===== src/rtl/tdm_demux_8to1.sv =====
// Receive-side 8:1 TDM demultiplexer: realigns a channel-scanned sample stream
// on its start-of-frame marker and presents each complete frame in parallel.
module tdm_demux_8to1 #(
  parameter int WIDTH = 1
) (
  input  logic               clk,
  input  logic               rst,
  input  logic               in_valid,
  input  logic               in_sof,
  input  logic [WIDTH-1:0]   in_data,
  output logic [8*WIDTH-1:0] out_data,
  output logic               out_valid,
  output logic [2:0]         ch_sel,
  output logic               locked,
  output logic               sync_err
);

  typedef enum logic {
    HUNT,
    COLLECT
  } state_e;

  state_e                    state_q, state_d;
  logic [2:0]                chSel_q, chSel_d;
  logic [6:0][WIDTH-1:0]     shadow_q, shadow_d;
  logic [8*WIDTH-1:0]        outData_q, outData_d;
  logic                      outValid_q, outValid_d;
  logic                      syncErr_q, syncErr_d;
  logic                      locked_q;

  always_ff @(posedge clk) begin
    if (rst) begin
      state_q    <= HUNT;
      chSel_q    <= 3'd0;
      shadow_q   <= '0;
      outData_q  <= '0;
      outValid_q <= 1'b0;
      syncErr_q  <= 1'b0;
      locked_q   <= 1'b0;
    end else begin
      state_q    <= state_d;
      chSel_q    <= chSel_d;
      shadow_q   <= shadow_d;
      outData_q  <= outData_d;
      outValid_q <= outValid_d;
      syncErr_q  <= syncErr_d;
      locked_q   <= (state_d == COLLECT);
    end
  end

  always_comb begin
    state_d    = state_q;
    chSel_d    = chSel_q;
    shadow_d   = shadow_q;
    outData_d  = outData_q;
    outValid_d = 1'b0;
    syncErr_d  = 1'b0;

    if (in_valid) begin
      unique case (state_q)
        HUNT: begin
          if (in_sof) begin
            shadow_d[0] = in_data;
            chSel_d     = 3'd1;
            state_d     = COLLECT;
          end
        end
        COLLECT: begin
          if (in_sof) begin
            // An SOF anywhere but slot 0 abandons the partial frame and restarts on it.
            syncErr_d   = (chSel_q != 3'd0);
            shadow_d[0] = in_data;
            chSel_d     = 3'd1;
          end else if (chSel_q == 3'd0) begin
            syncErr_d = 1'b1;
            state_d   = HUNT;
          end else if (chSel_q == 3'd7) begin
            outData_d  = {in_data, shadow_q};
            outValid_d = 1'b1;
            chSel_d    = 3'd0;
          end else begin
            for (int k = 1; k < 7; k++) begin
              if (chSel_q == 3'(k)) begin
                shadow_d[k] = in_data;
              end
            end
            chSel_d = chSel_q + 3'd1;
          end
        end
        default: begin
          state_d = HUNT;
        end
      endcase
    end
  end

  assign out_data  = outData_q;
  assign out_valid = outValid_q;
  assign ch_sel    = chSel_q;
  assign locked    = locked_q;
  assign sync_err  = syncErr_q;

endmodule


===== config.mk =====
export PLATFORM = sky130hd
export DESIGN_NAME = tdm_demux_8to1
export DESIGN_NICKNAME = d
export VERILOG_FILES = /design/src/rtl/tdm_demux_8to1.sv
export SDC_FILE = /design/constraint.sdc
export NUM_CORES = 1
export LEC_CHECK = 0
export CAP_MARGIN = 20
export CORE_MARGIN = 1
export CORE_UTILIZATION = 34
export DETAILED_ROUTE_END_ITERATION = 10
export GPL_TIMING_DRIVEN = 0
export SYNTH_ARGS = -nofsm -noshare
export SYNTH_HDL_FRONTEND = slang
export SYNTH_SLANG_ARGS = --single-unit

===== constraint.sdc =====
create_clock -name clk -period 1.7 [get_ports clk]
set_input_delay 0.425 -clock clk [delete_from_list [all_inputs] [get_ports clk]]
set_output_delay 0.425 -clock clk [all_outputs]
set_load 0.005 [all_outputs]

Word-level counts from Yosys, hierarchy flattened
Index checks and enable logic that the tools add are counted.
- flip-flop bits (word level): 21
- bits of input ports: 5
- word-level logic and storage cells: 53
- add/sub/neg operators: 1
- equality and inequality tests: 9
- mux-type cells: 13
- bitwise operators: 5
- reductions and logical operators: 13
- operators by type and width (kind ; number):
    AND reduction 6 bit ; 6
    equality test 3 bit, second input constant ; 4
    two-way mux 3 bit ; 4
    two-way mux 1 bit ; 7
    equality test 3 x 2 -> 1 bit, second input constant ; 2
    case mux 3 bit (2 select lines) ; 1
    NOT 1 bit ; 5
    AND reduction 5 bit ; 1
    OR reduction 5 bit ; 1
    adder 3 x 1 -> 3 bit, second input constant ; 1
    equality test 3 x 1 -> 1 bit, second input constant ; 1
    zero test 3 bit ; 1
    inequality test 3 bit, second input constant ; 1
    AND reduction 3 bit ; 1
    nonzero test 3 bit ; 1
    OR reduction 3 bit ; 1
    inequality test 2 bit, second input constant ; 1
    case mux 1 bit (2 select lines) ; 1
    AND reduction 2 bit ; 1

Logic depth before layout (Yosys ltp)
- depth after elaboration: 5
- gate-level depth with buffers: 9
- mapped depth without buffers: 8

Worst setup path after synthesis
OpenSTA, ideal clock, no wires.
- path kind: flip-flop to flip-flop
- start: reg chSel_q[0] (netlist: ch_sel[0])
- end: reg outData_q[0] (netlist: out_data[0])
- setup time: 0.070 ns
- arrival: 1.588 ns
- data required time: 1.630 ns
- setup slack: 0.041 ns
- cell stages (with the launch flop): 10
- clock period less this slack: 1.659 ns
- cell sequence: dfxtp_1 -> inv_1 -> ha_1 -> nor2b_1 -> inv_1 -> ha_1 -> and4_2 -> buf_2 -> nand2_1 -> a21oi_1
- word-level cells in the longest chain between the ends: 3
- elaborated cells on any way between the ends: 4
- classes of those cells: 1 x eq/ne; 1 x bitwise; 2 x reduce/logical
- ends and longest elaborated chain (item ; line ; source):
    from (decl) ; 24 ; logic [2:0] chSel_q, chSel_d;
    from (signal assigned) ; 42 ; chSel_q <= chSel_d;
    zero test 3 bit ; 74 ; end else if (chSel_q == 3'd0) begin
    NOT 1 bit (no source line) ; n/a ;
    AND reduction 5 bit (no source line) (*) ; n/a ;
    to (signal assigned) ; 44 ; outData_q <= outData_d;
    to (decl) ; 26 ; logic [8*WIDTH-1:0] outData_q, outData_d;
Every way passes the cells marked *; elsewhere a longest branch is shown, timed or not.
A chain may end at the register's enable or synchronous reset.

Worst setup path after layout
- start: reg locked_q (netlist: locked)
- end: out locked
- RTL lines (item ; line ; source):
    from (decl) ; 29 ; logic locked_q;
    from (signal assigned) ; 47 ; locked_q <= (state_d == COLLECT);
    to (decl) ; 14 ; output logic locked,
No word-level cell between the ends.

==> results.md <==
- Antenna-violating nets left: 0
- Site Rows: 18
- Final Hold Violating Endpoints: 0
- Crit path required time: 1.27 ns
- Area delta synth->final: 29.8%
- CP startpoint: locked
- Syn Inst Count: 108
- Vias per inst: 4.88
- Period minus WS final: 1.63 ns
- Worst-path fanout max: 7
- CP Capture Point: locked
- Synth cell types: 24
- Die Ht: 54.5 um
- Slew HR: 69.3%
- Die area: 0.00297 mm2
- Outcome: completed
- Post-layout util: 47.8%
- Number of synthesized register bits: 21
- Min-delay worst type: flop to flop
- Layout Skew: 0.00762 ns
- Post-Syn Nets: 120
- Crit path max-delay family: buffers and inverters
- H-Tree Depth: 1
- Maxcap violations: 0
- Largest net degree at the start of global routing: 13
- Peak VDD IR: 0.000309 V
- Crit path largest cell delay: 0.50 ns
- Initial core utilization: 36.8%
- CTS Sinks: 21
- GRT Util Overall: 15.0%
- First-pass GRT wire length: 3.14 mm
- CP Buf/Inv Count: 1
- Net count, final: 143
- Syn Area/Cell: 8.68 um2
- RePlAce Congestion: 0.774
- Leakage dissipation: 0.470 nW
- WP depth: 1
- IO Port Bufs: 18
- CTS tree: yes
- Longest Clk Path Bufs: 2
- Critical path cell sequence: clkdlybuf4s50_1
- Vias: 781
- Fin. max-slew vios: 0
- Final Cell Area: 0.00122 mm2
- Mapped cell area: 937 um2
- Slowest stage cell, crit path: clkdlybuf4s50_1
- Worst r2r src: ch_sel[0]
- Routed wire length: 1.84 mm
- Wirelength per Cell: 11.5 um
- Reg2reg path depth: 4
- Clock slew at reported path FFs: 0.12 ns
- Die Wd: 54.5 um
- Global route overflow: 0
- Crit path kind: flop to output pin
- R2R Path End: ch_sel[2]
- CTS root buffer: clkbuf_4
- Setup TNS: 0 ns
- Crit end category: output pin
- Worst EP arrival: 1.21 ns
- DRC viols: 0
- Worst-Skew Late Latency: 0.30 ns
- Detailed Place HPWL: 1.29 mm
- Share of layout cells above drive strength 1: 16.2%
- FMAX: 613 MHz
- Number of global-route vias before repair: 726
- First-pass iteration count of the detailed router: 3
- Dpl cell area: 0.00115 mm2
- IO Pins: 19
- Initial antenna violation count: 0
- Sequential area share after synthesis: 44.9%
- Yosys warning total: 0
- R2R setup slack: 0.11 ns
- Fin crit share: 95.9%
- CP Launch Type: flop
- Diode count: 0
- Core footprint: 0.00254 mm2
- P per Cell Area: 667 mW/mm2
- TritonCTS buffer count: 3
- DRT iter0 DRCs: 7
- Least-Margin Pin Slew: 0.460 ns
- # hold bufs at CTS: 0
- Final setup fails: 0
==> sequential cells by signal, indices dropped and copies added, names as in the netlist <==
register and flops:
sync_err 1, out_data 8, out_valid 1, ch_sel 3, shadow_q 7, locked 1
==> area by class of cell <==
| cell class | instances | area (um2) |
|---|---|---|
| well taps | 30 | 37.5 |
| fillers | 270 | 1330 |
| multi-input cells | 76 | 488 |
| clock inverters | 1 | 5.00 |
| repair buffers | 19 | 188 |
| plain buffers | 3 | 18.8 |
| clock buffers | 3 | 22.5 |
| inverters | 7 | 26.3 |
| flip-flops and latches | 21 | 430 |
==> where the power goes <==
group,switching (mW),internal [mW],leakage [nW]
clock,0.153,0.0877,0.0177
combinational,0.0363,0.0317,0.280
sequential,0.00643,0.496,0.172
total,0.196,0.615,0.470
==> how the worst min path moves through the flow <==
stage	start	endpoint	slack (ns)	depth (start not counted)
2_1_floorplan	shadow_q[0]	out_data[0]	0.43	2
3_3_place_gp	out_data[6]	out_data[6]	0.44	2
3_5_place_dp	out_data[6]	out_data[6]	0.45	2
4_1_cts	out_data[6]	out_data[6]	0.46	2
5_1_grt	out_data[6]	out_data[6]	0.48	2
6_report	shadow_q[2]	out_data[2]	0.46	2
==> synth_stat cells <==
library cell | count | area, um2
nand2_2 | 1 | 6.26
a31oi_1 | 1 | 6.26
o31ai_1 | 1 | 7.51
nand4b_1 | 3 | 26.3
a21oi_1 | 10 | 50.1
and4_2 | 1 | 10.0
and3b_2 | 1 | 10.0
o21ai_0 | 2 | 10.0
nand3_1 | 4 | 20.0
mux2i_1 | 6 | 60.1
buf_2 | 2 | 10.0
inv_1 | 6 | 22.5
nor2b_1 | 1 | 6.26
nor2_1 | 2 | 7.51
nand4_1 | 3 | 18.8
ha_1 | 7 | 87.6
nor3b_1 | 2 | 15.0
clkbuf_1 | 1 | 3.75
nand2_1 | 29 | 109
or4_1 | 1 | 7.51
o221a_2 | 1 | 11.3
dfxtp_1 | 21 | 420
buf_4 | 1 | 7.51
clkinv_1 | 1 | 3.75
==> cell usage in the layout, fill, tap and decap left out, types with 3 or more instances in the layout <==
cell type and instances:
dfxtp_1 17, ha_1 5, a21oi_1 10, clkdlybuf4s50_1 18, clkbuf_4 3, inv_2 3
buf_4 3, nand4_1 3, mux2i_1 6, nand2_1 29, nand4b_1 3, nand3_1 4
inv_1 3
==> tightest hold or removal path: stages, from the launching register on <==
cell	delay, ns
dfxtp_1	0.33
nand2_1	0.05
a21oi_1	0.05
==> stage by stage <==
stage	hold WS, ns	power (mW)	std cells	setup WS [ns]
3_5_place_dp	0.446	0.576	156	-0.230
4_1_cts	0.463	0.819	160	0.0109
2_1_floorplan	0.432	0.544	108	0.0415
6_report	0.456	0.811	160	0.0699
5_1_grt	0.479	0.851	160	-0.00114
3_3_place_gp	0.442	0.575	156	-0.209
==> cell families (layout without fill, tap and decap cells) <==
group                      count (synthesis)  count (layout)  synth area share (%)
AOI/OAI and AO/OA                         15              15                  9.08
and+or+nand+nor                           48              48                  25.2
adders and majority gates                  7               7                  9.35
muxes                                      6               6                  6.41
buffers and inverters                     11              33                  5.07
DFF                                       21              21                  44.9
==> per-layer routing <==
metal	GRT usage [%]	share of wire, %
met5	0	0
met4	7.69	1.0
met3	2.50	2.6
met2	25.0	49
met1	18.3	48
==> timing repair <==
item,4_1_cts,5_1_grt
setup buffers,1,0
resized for setup,7,9
pin swaps,0,2
setup endpoints to repair,11,10
Note: power is estimated with default switching activity, not from simulation.
==> edit: new RTL, same flow settings <==
Add an input register stage for `in_valid`, `in_sof` and `in_data`, cleared by the reset; this delays them by one clock.
--- a/src/rtl/tdm_demux_8to1.sv
+++ b/src/rtl/tdm_demux_8to1.sv
@@ -19,6 +19,22 @@
     HUNT,
     COLLECT
   } state_e;
+
+  logic in_valid_q;
+  logic in_sof_q;
+  logic [WIDTH-1:0] in_data_q;
+
+  always_ff @(posedge clk) begin
+    if (rst) begin
+      in_valid_q <= '0;
+      in_sof_q   <= '0;
+      in_data_q  <= '0;
+    end else begin
+      in_valid_q <= in_valid;
+      in_sof_q   <= in_sof;
+      in_data_q  <= in_data;
+    end
+  end
 
   state_e                    state_q, state_d;
   logic [2:0]                chSel_q, chSel_d;
@@ -56,32 +72,32 @@
     outValid_d = 1'b0;
     syncErr_d  = 1'b0;
 
-    if (in_valid) begin
+    if (in_valid_q) begin
       unique case (state_q)
         HUNT: begin
-          if (in_sof) begin
-            shadow_d[0] = in_data;
+          if (in_sof_q) begin
+            shadow_d[0] = in_data_q;
             chSel_d     = 3'd1;
             state_d     = COLLECT;
           end
         end
         COLLECT: begin
-          if (in_sof) begin
+          if (in_sof_q) begin
             // An SOF anywhere but slot 0 abandons the partial frame and restarts on it.
             syncErr_d   = (chSel_q != 3'd0);
-            shadow_d[0] = in_data;
+            shadow_d[0] = in_data_q;
             chSel_d     = 3'd1;
           end else if (chSel_q == 3'd0) begin
             syncErr_d = 1'b1;
             state_d   = HUNT;
           end else if (chSel_q == 3'd7) begin
-            outData_d  = {in_data, shadow_q};
+            outData_d  = {in_data_q, shadow_q};
             outValid_d = 1'b1;
             chSel_d    = 3'd0;
           end else begin
             for (int k = 1; k < 7; k++) begin
               if (chSel_q == 3'(k)) begin
-                shadow_d[k] = in_data;
+                shadow_d[k] = in_data_q;
               end
             end
             chSel_d = chSel_q + 3'd1;
Formal check against the unedited RTL: not equivalent (Yosys sat finds a counterexample within 4 cycles, from zero or initial values and one cycle with rst high).
==> edit against the unedited design <==
Area after synthesis increased by 8.9%; final area increased by 8.7%; combinational power decreased by 34%; the flow now finishes with violations (DRC); total power increased by 27%; maximum frequency decreased by 0.60%; final cell count increased by 5.0%; routed wire length increased by 3.5%; sequential cell count increased by 3; worst hold slack got worse by 0.075 ns; worst setup slack got worse by 0.0099 ns.
==> edit: results (changes against the unedited design) <==
Max Clock Skew - 0.006680 ns (-0.0009429 ns)
Grt met3 use - 2.995% (+0.50 points)
Plain + repair buffers - 23 (+4.5%)
Leakage power - 0.5035 nW (+7.1%)
Filler cell count - 296 (+9.6%)
Register share of the cell area - 36.99% (+1.6 points)
R2r setup slk - 0.09 ns (-0.02 ns)
Dpl cells - 163 (+4.5%)
Hold Path Class - in2reg
Data buffer area share - 15.80% (-1.2 points)
Port Buffers - 17 (-1)
Clk Tree Root Cell - clkbuf_4
CP max stage cell - clkdlybuf4s50_1
Multi-In Gates - 79 (+3.9%)
DP HPWL - 1413 µm (+9.2%)
Crit-path max FO - 7 (unchanged)
Most common library cells after synthesis - 29 x nand2_1, 24 x dfxtp_1, 10 x a21oi_1
Mux contribution to synthesized area - 5.882% (-0.53 points)
Synthesized flop and latch total - 24 (+14%)
Mapped Nets - 127 (+5.8%)
Gpl congestion - 0.8189 (+5.7%)
N_diodes - 0 (unchanged)
Finished Layout Cells - 168 (+5.0%)
Failing checks - DRC
Slew at the pin closest to its max-slew limit - 0.4305 ns (-0.02968 ns)
Status - complete, but fails checks
First-pass GRT wire length - 3208 µm (+2.2%)
Met2 usage - 22.96% (-2.0 points)
Wire length per cell - 11.32 µm (-1.4%)
Layout clock area frac - 3.974% (+1.7 points)
Register area share after synthesis - 47.06% (+2.2 points)
Share of cells above drive strength 1 - 14.60% (-1.6 points)
Max FFs per register - 8 (unchanged)
Starting DRT DRC Count - 20 (+13)
HP Start - rst
Maximum VDD drop - 489.2 µV (+58%)
Vias in the first global route - 799 (+10%)
Via count - 856 (+9.6%)
Post-synthesis compound-gate area fraction - 8.333% (-0.75 points)
Adder-Cell Fraction of Synth Area - 8.578% (-0.77 points)
DRC viols - 4 (+4)
GRT met1 Usage - 14.16% (-4.2 points)
Skew-Pair Late Insertion Delay - 0.32 ns (+0.02 ns)
Synth top area cells - dfxtp_1 47%, nand2_1 11%, ha_1 8.6%
GRT Overall Usage - 12.94% (-2.0 points)
Largest net degree at the start of global routing - 15 (+2)
First-pass iteration count of the detailed router - 7 (+4)
Mean area per synthesized cell - 8.878 µm² (+2.3%)
Multi-input gate area - 506.7 µm² (+3.8%)
RR Startpoint - ch_sel[2]$_SDFFE_PP0P_
Final nets - 150 (+4.9%)
## edit: changes by cell type after synthesis, sizes merged
cell / before / now
dfxtp: 21 / 24
clkbuf: 1 / 0
buf: 3 / 5
nor2b: 1 / 4
## edit: worst paths after layout
path                                    to  cells past startpoint
setup reg to reg    ch_sel[2]$_SDFFE_PP0P_                      5
setup / recovery                    locked                      1
hold reg to reg   out_data[2]$_SDFFE_PP0P_                      2
hold / removal        in_data_q$_SDFF_PP0_                      2
## edit: layer usage
metal / vias up / part of all wire, %
met5: - / 0
met2: 17 / 52
li1: 435 / -
met3: 5 / 3.4
met4: 0 / 2.2
met1: 399 / 43
## edit: what timing repair did
item	in CTS	in global routing
pin swaps	0	1
setup buffers	1	1
setup endpoints to repair	11	10
resized for setup	8	5
## edit: metrics by stage
step                      hold WS (ns)  TNS, ns  worst slack (ns)   power, W  instance area (µm²)
after global routing            0.3830        0          0.005029   0.001073                 1323
final                           0.3808        0           0.05997   0.001028                 1323
after detailed placement        0.4468   -1.904           -0.2541  0.0006294                 1230
after CTS                       0.3691        0          0.005352   0.001042                 1297
after floorplan                 0.4321        0           0.04132  0.0006109                 1021
after global placement          0.4425   -1.555           -0.1959  0.0006288                 1230
## edit: cell families after synthesis
family,after synthesis
AOI/OAI and AO/OA,15
adders and majority gates,7
buffers and inverters,12
DFF,24
muxes,6
and+or+nand+nor,51
## edit: power by group
part | switching [W] | internal, W | total, W
logic | 0.0000234 | 0.0000215 | 0.0000449
registers | 0.00000706 | 0.000566 | 0.000573
clock network | 0.000171 | 0.000238 | 0.000409
total | 0.000201 | 0.000826 | 0.00103
## edit: worst reg2reg max path, delay by kind of cell, from the launching register on
family,cells,cell delay [ns]
simple gates,1,0.47
flops,1,0.37
fa+ha+maj,1,0.30
buf+inv,2,0.22
compound gates,1,0.18
